<file path="src/rtl/read_counter.sv">
// rtl/read_counter.sv - CDU read counter with rate-divided stepping and switch-drive decode
module read_counter #(
    parameter int RATE_DIV   = 8,
    parameter int SETTLE_CYC = 4,
    parameter int COARSE_RUN = 16
) (
    input  logic        clk,
    input  logic        rst,
    input  logic        czero,
    input  logic        err_up,
    input  logic        err_dn,
    output logic [15:0] rc,
    output logic        cdu_plus,
    output logic        cdu_minus,
    output logic        coarse,
    output logic        _D1,
    output logic        _D2,
    output logic        _D3,
    output logic        _D4,
    output logic        _D5,
    output logic        _D6,
    output logic        _D7,
    output logic        _D8,
    output logic        _D9,
    output logic        _D10,
    output logic        _D11,
    output logic        _D12,
    output logic        _D13,
    output logic        _D14
);

    localparam int DIV_W = (RATE_DIV > 2) ? $clog2(RATE_DIV) : 1;
    localparam int RUN_W = $clog2(COARSE_RUN + 1);
    localparam int SET_W = $clog2(SETTLE_CYC + 1);

    typedef enum logic [1:0] {
        IDLE   = 2'd0,
        RUN_UP = 2'd1,
        RUN_DN = 2'd2,
        SETTLE = 2'd3
    } state_t;

    state_t           r_state;
    logic [DIV_W-1:0] r_div_cnt;
    logic [RUN_W-1:0] r_run_cnt;
    logic [SET_W-1:0] r_set_cnt;
    logic [15:0]      r_rc;
    logic             r_plus;
    logic             r_minus;
    logic             r_coarse;
    logic [14:1]      r_d;

    state_t           w_state_nxt;
    logic [DIV_W-1:0] w_div_nxt;
    logic [RUN_W-1:0] w_run_nxt;
    logic [SET_W-1:0] w_set_nxt;
    logic [15:0]      w_rc_nxt;
    logic             w_plus_nxt;
    logic             w_minus_nxt;
    logic             w_coarse_nxt;
    logic             w_up;
    logic             w_dn;
    logic             w_same;
    logic             w_opp;

    // Switch-drive pattern for a counter value and mode (active-low drives)
    function automatic logic [14:1] f_decode(input logic [15:0] q, input logic c);
        logic [14:1] d;
        logic [1:0]  k;
        k       = q[14] ? ~q[13:12] : q[13:12];
        d[4:1]  = ~(4'b0001 << k);
        d[5]    = q[15];
        d[6]    = 1'b1;
        d[7]    = q[15] ^ q[14];
        d[8]    = 1'b1;
        d[9]    = ~c;
        d[10]   = c;
        d[11]   = q[11];
        d[12]   = ~c;
        d[13]   = c;
        d[14]   = ~q[11];
        return d;
    endfunction

    assign w_up   = err_up & ~err_dn;
    assign w_dn   = err_dn & ~err_up;
    assign w_same = (r_state == RUN_UP) ? w_up : w_dn;
    assign w_opp  = (r_state == RUN_UP) ? w_dn : w_up;

    // Next-state and next-output computation; czero overrides any pending step
    always_comb begin
        w_state_nxt = r_state;
        w_div_nxt   = r_div_cnt;
        w_run_nxt   = r_run_cnt;
        w_set_nxt   = r_set_cnt;
        w_rc_nxt    = r_rc;
        w_plus_nxt  = 1'b0;
        w_minus_nxt = 1'b0;
        if (czero) begin
            w_state_nxt = IDLE;
            w_rc_nxt    = 16'd0;
            w_div_nxt   = '0;
            w_run_nxt   = '0;
            w_set_nxt   = '0;
        end else begin
            case (r_state)
                IDLE: begin
                    w_div_nxt = '0;
                    w_run_nxt = '0;
                    if (w_up) begin
                        w_state_nxt = RUN_UP;
                    end else if (w_dn) begin
                        w_state_nxt = RUN_DN;
                    end
                end
                RUN_UP, RUN_DN: begin
                    if (w_opp) begin
                        w_state_nxt = SETTLE;
                        w_set_nxt   = SET_W'(SETTLE_CYC);
                        w_div_nxt   = '0;
                        w_run_nxt   = '0;
                    end else if (!w_same) begin
                        w_state_nxt = IDLE;
                        w_div_nxt   = '0;
                        w_run_nxt   = '0;
                    end else if (r_div_cnt == DIV_W'(RATE_DIV - 1)) begin
                        w_div_nxt = '0;
                        if (r_run_cnt != RUN_W'(COARSE_RUN)) begin
                            w_run_nxt = r_run_cnt + RUN_W'(1);
                        end
                        if (r_state == RUN_UP) begin
                            w_rc_nxt   = r_rc + 16'd1;
                            w_plus_nxt = 1'b1;
                        end else begin
                            w_rc_nxt    = r_rc - 16'd1;
                            w_minus_nxt = 1'b1;
                        end
                    end else begin
                        w_div_nxt = r_div_cnt + DIV_W'(1);
                    end
                end
                default: begin
                    w_run_nxt = '0;
                    if (r_set_cnt <= SET_W'(1)) begin
                        w_state_nxt = IDLE;
                        w_set_nxt   = '0;
                    end else begin
                        w_set_nxt = r_set_cnt - SET_W'(1);
                    end
                end
            endcase
        end
        w_coarse_nxt = (w_run_nxt == RUN_W'(COARSE_RUN));
    end

    // State, counter and all outputs registered together so decode has no extra latency
    always_ff @(posedge clk or posedge rst) begin
        if (rst) begin
            r_state   <= IDLE;
            r_div_cnt <= '0;
            r_run_cnt <= '0;
            r_set_cnt <= '0;
            r_rc      <= 16'd0;
            r_plus    <= 1'b0;
            r_minus   <= 1'b0;
            r_coarse  <= 1'b0;
            r_d       <= f_decode(16'd0, 1'b0);
        end else begin
            r_state   <= w_state_nxt;
            r_div_cnt <= w_div_nxt;
            r_run_cnt <= w_run_nxt;
            r_set_cnt <= w_set_nxt;
            r_rc      <= w_rc_nxt;
            r_plus    <= w_plus_nxt;
            r_minus   <= w_minus_nxt;
            r_coarse  <= w_coarse_nxt;
            r_d       <= f_decode(w_rc_nxt, w_coarse_nxt);
        end
    end

    assign rc        = r_rc;
    assign cdu_plus  = r_plus;
    assign cdu_minus = r_minus;
    assign coarse    = r_coarse;
    assign _D1       = r_d[1];
    assign _D2       = r_d[2];
    assign _D3       = r_d[3];
    assign _D4       = r_d[4];
    assign _D5       = r_d[5];
    assign _D6       = r_d[6];
    assign _D7       = r_d[7];
    assign _D8       = r_d[8];
    assign _D9       = r_d[9];
    assign _D10      = r_d[10];
    assign _D11      = r_d[11];
    assign _D12      = r_d[12];
    assign _D13      = r_d[13];
    assign _D14      = r_d[14];

endmodule
</file>
<file path="config.mk">
export PLATFORM = sky130hd
export DESIGN_NAME = read_counter
export DESIGN_NICKNAME = d
export VERILOG_FILES = /design/src/rtl/read_counter.sv
export SDC_FILE = /design/constraint.sdc
export NUM_CORES = 1
export LEC_CHECK = 0
export ABC_AREA = 1
export CAP_MARGIN = 20
export CORE_ASPECT_RATIO = 0.6
export CORE_MARGIN = 2
export CORE_UTILIZATION = 60
export DETAILED_ROUTE_END_ITERATION = 8
export PLACE_DENSITY = 0.86
export SKIP_CTS_REPAIR_TIMING = 1
export SLEW_MARGIN = 30
export SYNTH_ARGS = -nofsm -noshare
export SYNTH_HDL_FRONTEND = slang
export SYNTH_SLANG_ARGS = --single-unit
export TNS_END_PERCENT = 30
</file>
<file path="constraint.sdc">
create_clock -name clk -period 4.7 [get_ports clk]
set_input_delay 0.94 -clock clk [delete_from_list [all_inputs] [get_ports clk]]
set_output_delay 0.94 -clock clk [all_outputs]
set_load 0.02 [all_outputs]
</file>
After elaboration in Yosys (flattened, before gate mapping)
Index checks and enable logic that the tools add are counted.

storage, ports and cells
  output and inout bits = 33
  register bits after elaboration = 44
  word-level logic and storage cells = 89
  bits of input ports = 5
  latch bits = 0
  memories = 0
  ROM bits = 0
  memory bits (writable) = 0

operators by class
  div/mod/pow operators = 0
  $add $sub $neg = 5
  multiplexer cells = 43
  shift operators = 1
  reduce and logical (&&, ||, !) cells = 10
  bitwise gates (word level) = 9
  multiply operators = 0
  eq/ne operators = 10
  order comparisons = 1

operators with widths
  operator               number
  $mux 16                6
  $mux 5                 6
  $mux 3                 7
  $add 16x1->16 const B  1
  $sub 16x1->16 const B  1
  $mux 1                 14
  $mux 2                 7
  $pmux 3 s2             2
  $ne 4x4->1 const B     2
  $reduce_bool 2->1      3
  $add 5x1->5 const B    1
  $eq 5x5->1 const B     1
  $ne 5x5->1 const B     1
  $ne 2x2->1 const B     2
  $not 1->1              4
  $not 4->4              1
  $pmux 2 s2             1
  $reduce_and 4->1       1
  $reduce_bool 4->1      1
  $shl 1x2->4 const A    1
  $add 3x1->3 const B    1
  $eq 3x3->1 const B     1
  $le 3x1->1 const B     1
  $ne 3x3->1 const B     1
  other kinds (11)       12

Depth between registers and ports, before layout
Gate-level depths: netlist of run 1.

  word-level depth = 11
  mapped depth = 17
  depth with buffers taken out = 17

Worst setup path before layout of run 1
No wires, ideal clock.

  kind = register to register
  start = reg r_state[1]
  end = reg r_d[1] (netlist name)
  cell stages (with the launch flop) = 17
  arrival = 2,225 ps
  required time = 4,582 ps
  slack = 2,358 ps
  library setup time = 118 ps
  path buffers = 0
  cell sequence = dfrtp_1 > inv_1 > ha_1 > inv_2 > ha_1 > nand2_1 > inv_2 > nand2_1 > nand2_1 > a21oi_1 > nand3_2 > nand2_1 > nor2_1 > nor2_4 > nand2_1 > nand2_1 > nand2_1

between the ends
  longest elaborated chain between the ends = 11

ends and longest elaborated chain
  what                    RTL line  text
  from (decl)             43        state_t r_state;
  from (signal assigned)  169       r_state <= w_state_nxt;
  $eq 2x1->1              n/a
  $mux 16                 131       if (r_state == RUN_UP) begin
  $mux 16                 126       end else if (r_div_cnt == DIV_W'(RATE_DIV - 1)) begin
  $mux 16                 122       end else if (!w_same) begin
  $mux 16                 117       if (w_opp) begin
  $mux 16 (*)             106       case (r_state)
  $mux 16 (*)             99        if (czero) begin
  $not 2->2               70        k = q[14] ? ~q[13:12] : q[13:12];
  $mux 2 (*)              70
  $shl 1x2->4 (*)         71        d[4:1] = ~(4'b0001 << k);
  $not 4->4 (*)           71
  to (signal assigned)    167       r_d <= f_decode(16'd0, 1'b0);
  to (signal assigned)    177       r_d <= f_decode(w_rc_nxt, w_coarse_nxt);
  to (decl)               51        logic [14:1] r_d;

Mark *: on every way between the ends. The rest lies on a longest branch, timed or not. The select of a mux whose other input is x is not followed.
A chain may end at the register's enable or synchronous reset.

Final worst setup path of run 1
Ends and elaborated chain as after synthesis.

==> results of run 1 <==
[layout make-up]
type	instances	area [um2]	share of cell area
Clock inverter	1	5.00	0.00153
Timing Repair Buffer	36	358	0.109
Tap cell	63	78.8	0.0241
Inverter	61	229	0.0700
Clock buffer	7	76.3	0.0233
Sequential cell	39	982	0.300
Multi-Input combinational cell	277	1540	0.471
[cells in the final DEF, fill, tap and decap left out, types with 2 or more instances in the layout]
cell type,count
nor2_4,2
a31o_2,2
clkbuf_8,5
xor2_1,3
dfstp_2,5
nand2_2,3
xnor2_1,4
nand3_1,17
nand2_1,118
o21bai_1,2
o21ai_0,24
clkbuf_1,2
ha_1,26
nor4_1,2
inv_1,55
inv_2,6
clkdlybuf4s50_1,35
conb_1,2
nand4_1,6
o21ai_1,4
a21oi_1,17
nor2_1,31
a31oi_1,2
dfrtp_1,34
[path summary, 6_finish.rpt]
kind	startpoint	end	slack, ns	cells past startpoint
worst max-delay path	r_state[1]	r_d[1]	1.74	16
worst min-delay path	r_div_cnt[0]	r_div_cnt[0]	0.49	1
worst max register to register	r_state[1]	r_d[1]	1.74	16
worst min register to register	r_div_cnt[0]	r_div_cnt[0]	0.49	1
max in group asynchronous	rst	r_d[3]	3.25	3
min in group asynchronous	rst	rc[9]	1.06	3
[per-layer routing]
layer	wire, um	vias to the layer above	global-route usage	share of wire
met1	3120	1176	0.388	0.50
li1	-	1282	-	-
met2	2530	106	0.364	0.41
met3	536	7	0.0555	0.086
met4	61	0	0.0810	0.0098
met5	0	-	0	0
[sequential cells by signal, indices dropped and copies added, names as in the netlist]
name       cells
r_div_cnt      3
r_set_cnt      3
r_state        2
rc            14
cdu_minus      1
cdu_plus       1
r_run_cnt      5
r_d           10
[power breakdown]
group          internal [mW]  leakage, nW  switching (mW)
combinational          0.124         1.14           0.270
clock                  0.104       0.0422           0.119
sequential             0.351        0.524          0.0102
total                  0.580         1.70           0.399
[per-stage QoR]
step	power (mW)	setup slack (ns)	hold slack (ns)	std cells
floorplan	0.676	2.36	0.457	386
global placement	0.738	1.88	0.474	476
detailed placement	0.752	1.80	0.480	476
CTS	0.977	1.80	0.491	484
global route	1.06	1.48	0.526	484
finish	0.979	1.74	0.486	484
[cells by family (layout without fill, tap and decap cells)]
group                      Yosys count  after routing
and+or+nand+nor                    187            187
buffers and inverters               70            105
AOI/OAI and AO/OA                   53             53
DFF                                 39             39
adders and majority gates           27             27
xor gates and xnor gates             7              7
other                                1              2
muxes                                1              1
==> metrics.txt, run 1 <==
status complete, no violations; Hold Fails Final Rpt 0; unrepaired setup endpoints after global routing no; Post-Synth XOR/XNOR Area 0.0218; worst skew pair latency roughly 0.30 ns; mux contribution to synthesized area 0.00355; synth cell count leaders nand2_1, inv_1, dfrtp_1; Overflow after GRT 0; Seq cells post-synth 39; initial antenna violation count 0; Tmin final 2.96 ns; syn_area_per_cell roughly 7.3 um2; vias in the first global route ~2300; VDD IR max around 0.00016 V; cells after synthesis slightly below 400; max-slew violations 0; clock-pin slew on the worst setup and hold paths about 0.080 ns; initial core utilization 0.620; Setup TNS 0 ns; wire per inst ~13 um; ranking of synthesized cells by area dfrtp_1, nand2_1, ha_1, inv_1, dfstp_2; Hold/Removal Path Class register to register; main combinational cell family by area after synthesis simple AND/OR/NAND/NOR gates; Pre-antenna DRT Iters 5; Seq/Total Area, Yosys 0.349; CP arrival 3.14 ns; IO Count 38; TritonCTS Buffers 5; post-layout util 0.720; data required time of the worst path slightly below 5 ns; worst-margin pin slew roughly 0.54 ns; hpwl dp 4.66 mm; top cell type's share of synthesized area 0.302; Sink Count 39; Crit path largest cell delay between 0.4 and 0.5 ns; Max clock buf depth 2; post-synthesis cell area 2820 um2; CP Capture Type register; Synth Area in Compound Gates 0.109; Post-synth EDFFs 0; Max Clk Rate 0.338 GHz; H-tree levels 2; placed cell areas roughly 3200 um2; Most used DFF post-synth dfrtp_1; WP buf/inv 3; Adder-Cell Fraction of Synth Area 0.123; worst-path fanout max 20; largest net degree at the start of global routing 40; area delta synth->final 16.1%; post-route ant nets 0; simple-gate share of the synthesized area 0.287; most frequent cell after synthesis nand2_1; Setup Crit Path Kind register to register; die area between 5000 and 6000 um2; fin area approximately 3300 um2; DR vias/cell 5.31; Setup Skew 0.00743 ns; Final GP Congestion 0.954; die width around 92 um; gr usage total 0.255; max-cap viol count 0; core area 4540 um2; Distinct cells, synth 36; vias about 2600; CTS tree done; Die Y-Extent between 50 and 60 um; first-pass GRT wire length between 10 and 15 mm; DRC viols 0; FFs w/ async S/R, synth 1.00; relative slew slack 0.636; Yosys top cell by area dfrtp_1; ant diodes 0; WL final 6.25 mm; synth warn 0; final setup violation count 0; Pleak 1.70 nW; Final period util 0.629; DR iter-0 viols around 170; Final nets between 400 and 500; CP max-delay cell ha_1; Port Buffers 35; Row Count 19; Startpoint Class register; crit-path cells inv_1, ha_1, inv_2, ha_1, nand2_1, inv_2, nand2_1, nand2_1, a21oi_1, nand3_2, nand2_1, nor2_1, nor2_4, nand2_1, nand2_1, nand2_1; share of cells above drive strength 1 0.0736; Top cell by count, worst path nand2_1; Worst path top cell family by delay simple AND/OR/NAND/NOR gates; PD cells roughly 300 nW/um2; Root Buffer Master clkbuf_8; Fillers approximately 380
Power figures use the tool's default switching activity.
==> run 2: changes to the inputs <==
--- a/config.mk
+++ b/config.mk
@@ -9,9 +9,9 @@
 export CAP_MARGIN = 20
 export CORE_ASPECT_RATIO = 0.6
 export CORE_MARGIN = 2
-export CORE_UTILIZATION = 60
+export CORE_UTILIZATION = 56
 export DETAILED_ROUTE_END_ITERATION = 8
-export PLACE_DENSITY = 0.86
+export PLACE_DENSITY = 0.81
 export SKIP_CTS_REPAIR_TIMING = 1
 export SLEW_MARGIN = 30
 export SYNTH_ARGS = -nofsm -noshare
==> constraint.sdc (replaced) <==
create_clock -name clk -period 2.91 [get_ports clk]
set_input_delay 0.582 -clock clk [delete_from_list [all_inputs] [get_ports clk]]
set_output_delay 0.582 -clock clk [all_outputs]
set_load 0.02 [all_outputs]
==> run 2 against run 1 <==
  * Global-route usage is 0.54 points lower
  * Cell count is 0.62% higher
  * Core utilization is 0.90 points lower
  * Register-to-register slack worse by 1.5 ns
  * First-iteration DRC count is 13% higher
  * Critical path depth stayed put
  * Sequential power is 62% higher
  * Cell area is 2.4% higher
  * Non-clock buffer count is 3 higher
  * Fmax is 9.7% higher
  * Total power is 78% higher
==> metrics.txt, run 2 (same netlist as run 1, synthesis figures left out) <==
Hold/Removal Path Class register to register (unchanged); Row Count 19 (unchanged); worst-margin pin slew 0.567 ns (was 0.540 ns); core area 4710 um2 (was 4540 um2); post-layout util 0.711 (was 0.720); Fillers 359 (was 375); initial core utilization 0.598 (was 0.620); launch point of the worst path r_state[1] (unchanged); initial antenna violation count 0 (unchanged); Pleak 1.74 nW (was 1.70 nW); Max Clk Rate 0.371 GHz (was 0.338 GHz); clock share of power 0.273 (was 0.228); vias in the first global route 2400 (was 2299); Finished Layout Cells 487 (was 484); Final nets 455 (was 452); gr usage total 0.250 (was 0.255); data required time of the worst path 3.10 ns (was 4.89 ns); VDD IR max 0.000329 V (was 0.000162 V); share of cells above drive strength 1 0.0920 (was 0.0736); placed cell areas 3210 um2 (was 3190 um2); Final period util 0.926 (was 0.629); Sw Ratio 0.390 (was 0.408); post-route ant nets 0 (unchanged); Setup crit end r_d[1] (unchanged); CTS tree done (unchanged); PD cells 520 nW/um2 (was 299 nW/um2); max-cap viol count 0 (unchanged); CP arrival 2.88 ns (was 3.14 ns); Sink Count 39 (unchanged); Pre-antenna DRT Iters 5 (unchanged); H-tree levels 2 (unchanged); largest net degree at the start of global routing 40 (unchanged); Setup Crit Path Kind register to register (unchanged); wire per inst 13.5 um (was 12.9 um); worst-path fanout max 11 (was 20); fin area 3350 um2 (was 3270 um2); P_sw 0.678 mW (was 0.399 mW); combinational share of power 0.391 (was 0.403); Tmin final 2.69 ns (was 2.96 ns); Root Buffer Master clkbuf_8 (unchanged); ant diodes 0 (unchanged); worst r2r src r_state[1] (unchanged); hpwl dp 4.94 mm (was 4.66 mm); die area 5630 um2 (was 5280 um2); relative slew slack 0.622 (was 0.636); Startpoint Class register (unchanged); WL final 6.59 mm (was 6.25 mm); max-slew violations 0 (unchanged); Setup Skew 0.00582 ns (was 0.00743 ns); register share of total power 0.336 (was 0.369); first-pass GRT wire length 10.8 mm (was 10.5 mm); TritonCTS Buffers 5 (unchanged); Port Buffers 35 (unchanged); leading cell type in the layout, fill and taps excluded nand2_1 (unchanged); most frequent cells in the layout nand2_1, inv_1, clkdlybuf4s50_1, dfrtp_1, nor2_1 (unchanged); max reg flops 14 (unchanged); DRC viols 0 (unchanged); reg-to-reg endpoint r_d[1] (unchanged); dpl cells 479 (was 476); clock-pin slew on the worst setup and hold paths 0.07 ns (was 0.08 ns); Worst R2R Setup Slack 0.22 ns (was 1.74 ns); area delta synth->final 18.9% (was 16.1%); Final GP Congestion 0.944 (was 0.954); Die Y-Extent 58.9 um (was 57.1 um); final setup violation count 0 (unchanged); CP Capture Type register (unchanged); worst skew pair latency 0.30 ns (about the same); DR iter-0 viols 196 (was 174); r2r worst-path depth 16 (unchanged); Max clock buf depth 2 (unchanged); Int Power 1.06 mW (was 0.580 mW); Hold Fails Final Rpt 0 (unchanged); IO Count 38 (unchanged); vias 2584 (was 2571); status complete, no violations (unchanged); DR vias/cell 5.31 (about the same); Overflow after GRT 0 (unchanged); die width 95.6 um (was 92.5 um)
==> run 2: changes by cell type in the layout (fill, tap and decap cells not counted), sizes merged <==
cell,previous run,this run
clkbuf,7,6
buf,1,4
bufinv,0,1
==> run 2: how the worst min path moves through the flow <==
stage          slack [ns]  depth (start not counted)          from      endpoint
2_1_floorplan        0.46                          1  r_div_cnt[0]  r_div_cnt[0]
3_3_place_gp         0.47                          1  r_div_cnt[0]  r_div_cnt[0]
3_5_place_dp         0.48                          1  r_div_cnt[0]  r_div_cnt[0]
4_1_cts              0.49                          1  r_div_cnt[0]  r_div_cnt[0]
5_1_grt              0.52                          1  r_div_cnt[0]  r_div_cnt[0]
6_report             0.49                          1  r_div_cnt[0]  r_div_cnt[0]
==> run 2: power groups by stage <==
| stage | logic [mW] | clock network, mW | registers (mW) |
|---|---|---|---|
| final | 0.680 | 0.475 | 0.585 |
| after global routing | 0.771 | 0.512 | 0.589 |
| after CTS | 0.646 | 0.484 | 0.584 |
| after detailed placement | 0.640 | 0 | 0.595 |
| after global placement | 0.612 | 0 | 0.593 |
| after floorplan | 0.501 | 0 | 0.591 |
==> run 2: critical path: stages, from the launching register on <==
cell and delay, ns:
dfrtp_1 0.38, inv_1 0.12, ha_4 0.19, inv_2 0.12
buf_4 0.19, ha_1 0.36, nand2_1 0.12, nor2_2 0.20
inv_1 0.07, nor2_1 0.08, nand2_1 0.11, a21oi_1 0.19
nor2_1 0.09, nor2_4 0.13, nand2_1 0.08, nand2_1 0.09
nand2_1 0.06
==> run 2: area by class of cell <==
type                    count  area [um2]  share of cell area
multi-input cells         277        1560               0.466
flip-flops and latches     39         982               0.293
repair buffers             39         380               0.114
inverters                  61         229              0.0684
clock buffers               6        82.6              0.0247
well taps                  63        78.8              0.0235
clock inverters             2        35.0              0.0105
==> run 2: per-stage QoR <==
step / power (mW) / hold WS [ns] / worst slack (ns) / TNS [ns]
4_1_cts: 1.71 / 0.495 / 0.112 / 0
3_3_place_gp: 1.20 / 0.472 / 0.289 / 0
3_5_place_dp: 1.24 / 0.481 / 0.192 / 0
5_1_grt: 1.87 / 0.517 / -0.00258 / -0.00258
6_report: 1.74 / 0.489 / 0.215 / 0
2_1_floorplan: 1.09 / 0.457 / 0.568 / 0
==> run 2: routing by layer <==
layer | share of wire | global-route usage | routed length, um | vias up
li1 | - | - | - | 1293
met2 | 0.42 | 0.355 | 2790 | 103
met1 | 0.48 | 0.370 | 3180 | 1181
met3 | 0.088 | 0.0807 | 579 | 7
met5 | 0 | 0 | 0 | -
met4 | 0.0064 | 0.0571 | 42 | 0
==> run 3: changes to the inputs <==
--- a/config.mk
+++ b/config.mk
@@ -9,9 +9,10 @@
 export CAP_MARGIN = 20
 export CORE_ASPECT_RATIO = 0.6
 export CORE_MARGIN = 2
-export CORE_UTILIZATION = 56
+export CORE_UTILIZATION = 60
 export DETAILED_ROUTE_END_ITERATION = 8
-export PLACE_DENSITY = 0.81
+export PLACE_DENSITY = 0.86
+export RECOVER_POWER = 25
 export SKIP_CTS_REPAIR_TIMING = 1
 export SLEW_MARGIN = 30
 export SYNTH_ARGS = -nofsm -noshare
==> constraint.sdc (replaced) <==
create_clock -name clk -period 3.2 [get_ports clk]
set_input_delay 0.64 -clock clk [delete_from_list [all_inputs] [get_ports clk]]
set_output_delay 0.64 -clock clk [all_outputs]
set_load 0.02 [all_outputs]
==> run 3 against run 2 <==
  * The flow now finishes with violations (capacitance limit, slew limit)
  * Combinational power is 15% lower
  * Register-to-register slack better by 0.17 ns
  * Via count is 0.81% lower
  * Critical path depth stayed put
  * Sequential share of layout area is 0.33 points higher
  * Cell area is 1.1% lower
  * Highest routed layer unchanged
  * First-iteration DRC count is 29% lower
  * Largest cell class unchanged
  * Global-route usage is 1.1 points higher
  * Clock skew is 0.0011 ns lower
  * Sequential power is 9.2% lower
  * Critical endpoint unchanged
==> metrics.txt, run 3 (same netlist as run 1, synthesis figures left out) <==
DR iter-0 viols 139 (was 196); failing checks capacitance limit, slew limit; Die Y-Extent 57.1 um (was 58.9 um); vias in the first global route 2396 (was 2400); initial core utilization 0.620 (was 0.598); register share of total power 0.345 (was 0.336); CP Capture Type register (unchanged); Row Count 19 (unchanged); ant diodes 0 (unchanged); Final nets 453 (was 455); crit-path cells inv_1, ha_1, inv_2, ha_1, nand2_1, inv_1, nand2_1, nand3_1, nand2_1, nand3_2, nand2_1, nor2_1, nor2_4, nand2_1, nand2_1, nand2_1 (was inv_1, ha_4, inv_2, buf_4, ha_1, nand2_1, nor2_2, inv_1, nor2_1, nand2_1, a21oi_1, nor2_1, nor2_4, nand2_1, nand2_1, nand2_1); Worst path top cell family by delay simple AND/OR/NAND/NOR gates (unchanged); Setup TNS 0 ns (unchanged); Tmin final 2.82 ns (was 2.69 ns); status finished with violations (was complete, no violations); post-layout util 0.729 (was 0.711); IO Count 38 (unchanged); unrepaired setup endpoints after global routing no; CP arrival 3.01 ns (was 2.88 ns); Setup Crit Path Kind register to register (unchanged); share of cells above drive strength 1 0.0782 (was 0.0920); DRC viols 0 (unchanged); post-route ant nets 0 (unchanged); Port Buffers 35 (unchanged); Hold/Removal Path Class register to register (unchanged); first-pass GRT wire length 10.8 mm (about the same); Sink Count 39 (unchanged); worst-path fanout max 20 (was 11); max reg flops 14 (unchanged); CTS tree done (unchanged); fin worst setup slack 0.381 ns (was 0.215 ns); Overflow after GRT 0 (unchanged); gr usage total 0.261 (was 0.250); max-cap viol count 1 (was 0); Pre-antenna DRT Iters 5 (unchanged); worst-margin pin slew 2.09 ns (was 0.567 ns); WP buf/inv 3 (was 4); VDD IR max 0.000259 V (was 0.000329 V); Startpoint Class register (unchanged); Root Buffer Master clkbuf_8 (unchanged); clock share of power 0.278 (was 0.273); die area 5280 um2 (was 5630 um2); initial antenna violation count 0 (unchanged); area delta synth->final 17.5% (was 18.9%); Top cell by count, worst path nand2_1 (unchanged); Max Clk Rate 0.355 GHz (was 0.371 GHz); PD cells 465 nW/um2 (was 520 nW/um2); Pleak 1.72 nW (was 1.74 nW); Final period util 0.881 (was 0.926); combinational share of power 0.377 (was 0.391); Int Power 0.951 mW (was 1.06 mW); leading cell type in the layout, fill and taps excluded nand2_1 (unchanged); die width 92.5 um (was 95.6 um); most frequent cells in the layout nand2_1, inv_1, clkdlybuf4s50_1, dfrtp_1, nor2_1 (unchanged); max-slew violations 40 (was 0); hpwl dp 4.73 mm (was 4.94 mm); final setup violation count 0 (unchanged); Fillers 349 (was 359); Setup Skew 0.00470 ns (was 0.00582 ns); Sw Ratio 0.383 (was 0.390); register area 982 um2 (unchanged); largest net degree at the start of global routing 40 (unchanged); wire per inst 13.1 um (was 13.5 um); vias 2563 (was 2584); clock-pin slew on the worst setup and hold paths 0.08 ns (was 0.07 ns); Max clock buf depth 2 (unchanged); Hold Fails Final Rpt 0 (unchanged); area taken by multi-input logic gates 1540 um2 (was 1560 um2); Placement Setup Slack 0.480 ns (was 0.192 ns); Final GP Congestion 0.955 (was 0.944); core area 4540 um2 (was 4710 um2); CP max-delay cell ha_1 (was dfrtp_1); relative slew slack -0.391 (was 0.622); DR vias/cell 5.28 (was 5.31); H-tree levels 2 (unchanged); Crit path largest cell delay 0.41 ns (was 0.38 ns); TritonCTS Buffers 5 (unchanged); P_sw 0.590 mW (was 0.678 mW); worst skew pair latency 0.29 ns (was 0.30 ns); WL final 6.35 mm (was 6.59 mm); data required time of the worst path 3.39 ns (was 3.10 ns)
-- run 3: final cells by class --
cell class / count / area share
multi-input cells: 277 / 0.466
flip-flops and latches: 39 / 0.297
repair buffers: 37 / 0.109
inverters: 61 / 0.0692
clock buffers: 6 / 0.0249
well taps: 63 / 0.0238
clock inverters: 2 / 0.0106
-- run 3: final timing paths --
path / from / cells past startpoint / end / slack, ns
max: r_state[1] / 16 / r_d[1] / 0.38
min: r_div_cnt[0] / 1 / r_div_cnt[0] / 0.51
max reg2reg: r_state[1] / 16 / r_d[1] / 0.38
min reg2reg: r_div_cnt[0] / 1 / r_div_cnt[0] / 0.51
max in group asynchronous: rst / 3 / r_d[11] / 0.61
min in group asynchronous: rst / 3 / r_d[13] / 1.41
-- run 3: worst register-to-register path: cells and delay by family (launching register included) --
family / cells / cell delay (ns)
fa+ha+maj: 2 / 0.74
buf+inv: 3 / 0.43
flops: 1 / 0.39
simple gates: 11 / 1.18
-- run 3: per-layer routing --
| metal | part of all wire | up-vias | GRT usage | wire [um] |
|---|---|---|---|---|
| li1 | - | 1286 | - | - |
| met1 | 0.48 | 1164 | 0.391 | 3050 |
| met2 | 0.42 | 104 | 0.381 | 2640 |
| met3 | 0.095 | 9 | 0.0674 | 606 |
| met4 | 0.0088 | 0 | 0.0661 | 56 |
| met5 | 0 | - | 0 | 0 |
-- run 3: power by group through the flow --
| stage | Clock, mW | Combinational, mW | Sequential (mW) |
|---|---|---|---|
| floorplan | 0 | 0.455 | 0.537 |
| global placement | 0 | 0.544 | 0.539 |
| detailed placement | 0 | 0.561 | 0.541 |
| CTS | 0.436 | 0.570 | 0.531 |
| global route | 0.455 | 0.670 | 0.534 |
| finish | 0.429 | 0.581 | 0.531 |
-- run 3: stage by stage --
| stage | std cells | hold slack (ns) | power (mW) | cell area (um2) |
|---|---|---|---|---|
| 2_1_floorplan | 386 | 0.457 | 0.993 | 2820 |
| 3_3_place_gp | 477 | 0.473 | 1.08 | 3200 |
| 3_5_place_dp | 477 | 0.504 | 1.10 | 3200 |
| 4_1_cts | 485 | 0.514 | 1.54 | 3310 |
| 5_1_grt | 485 | 0.528 | 1.66 | 3310 |
| 6_report | 485 | 0.511 | 1.54 | 3310 |
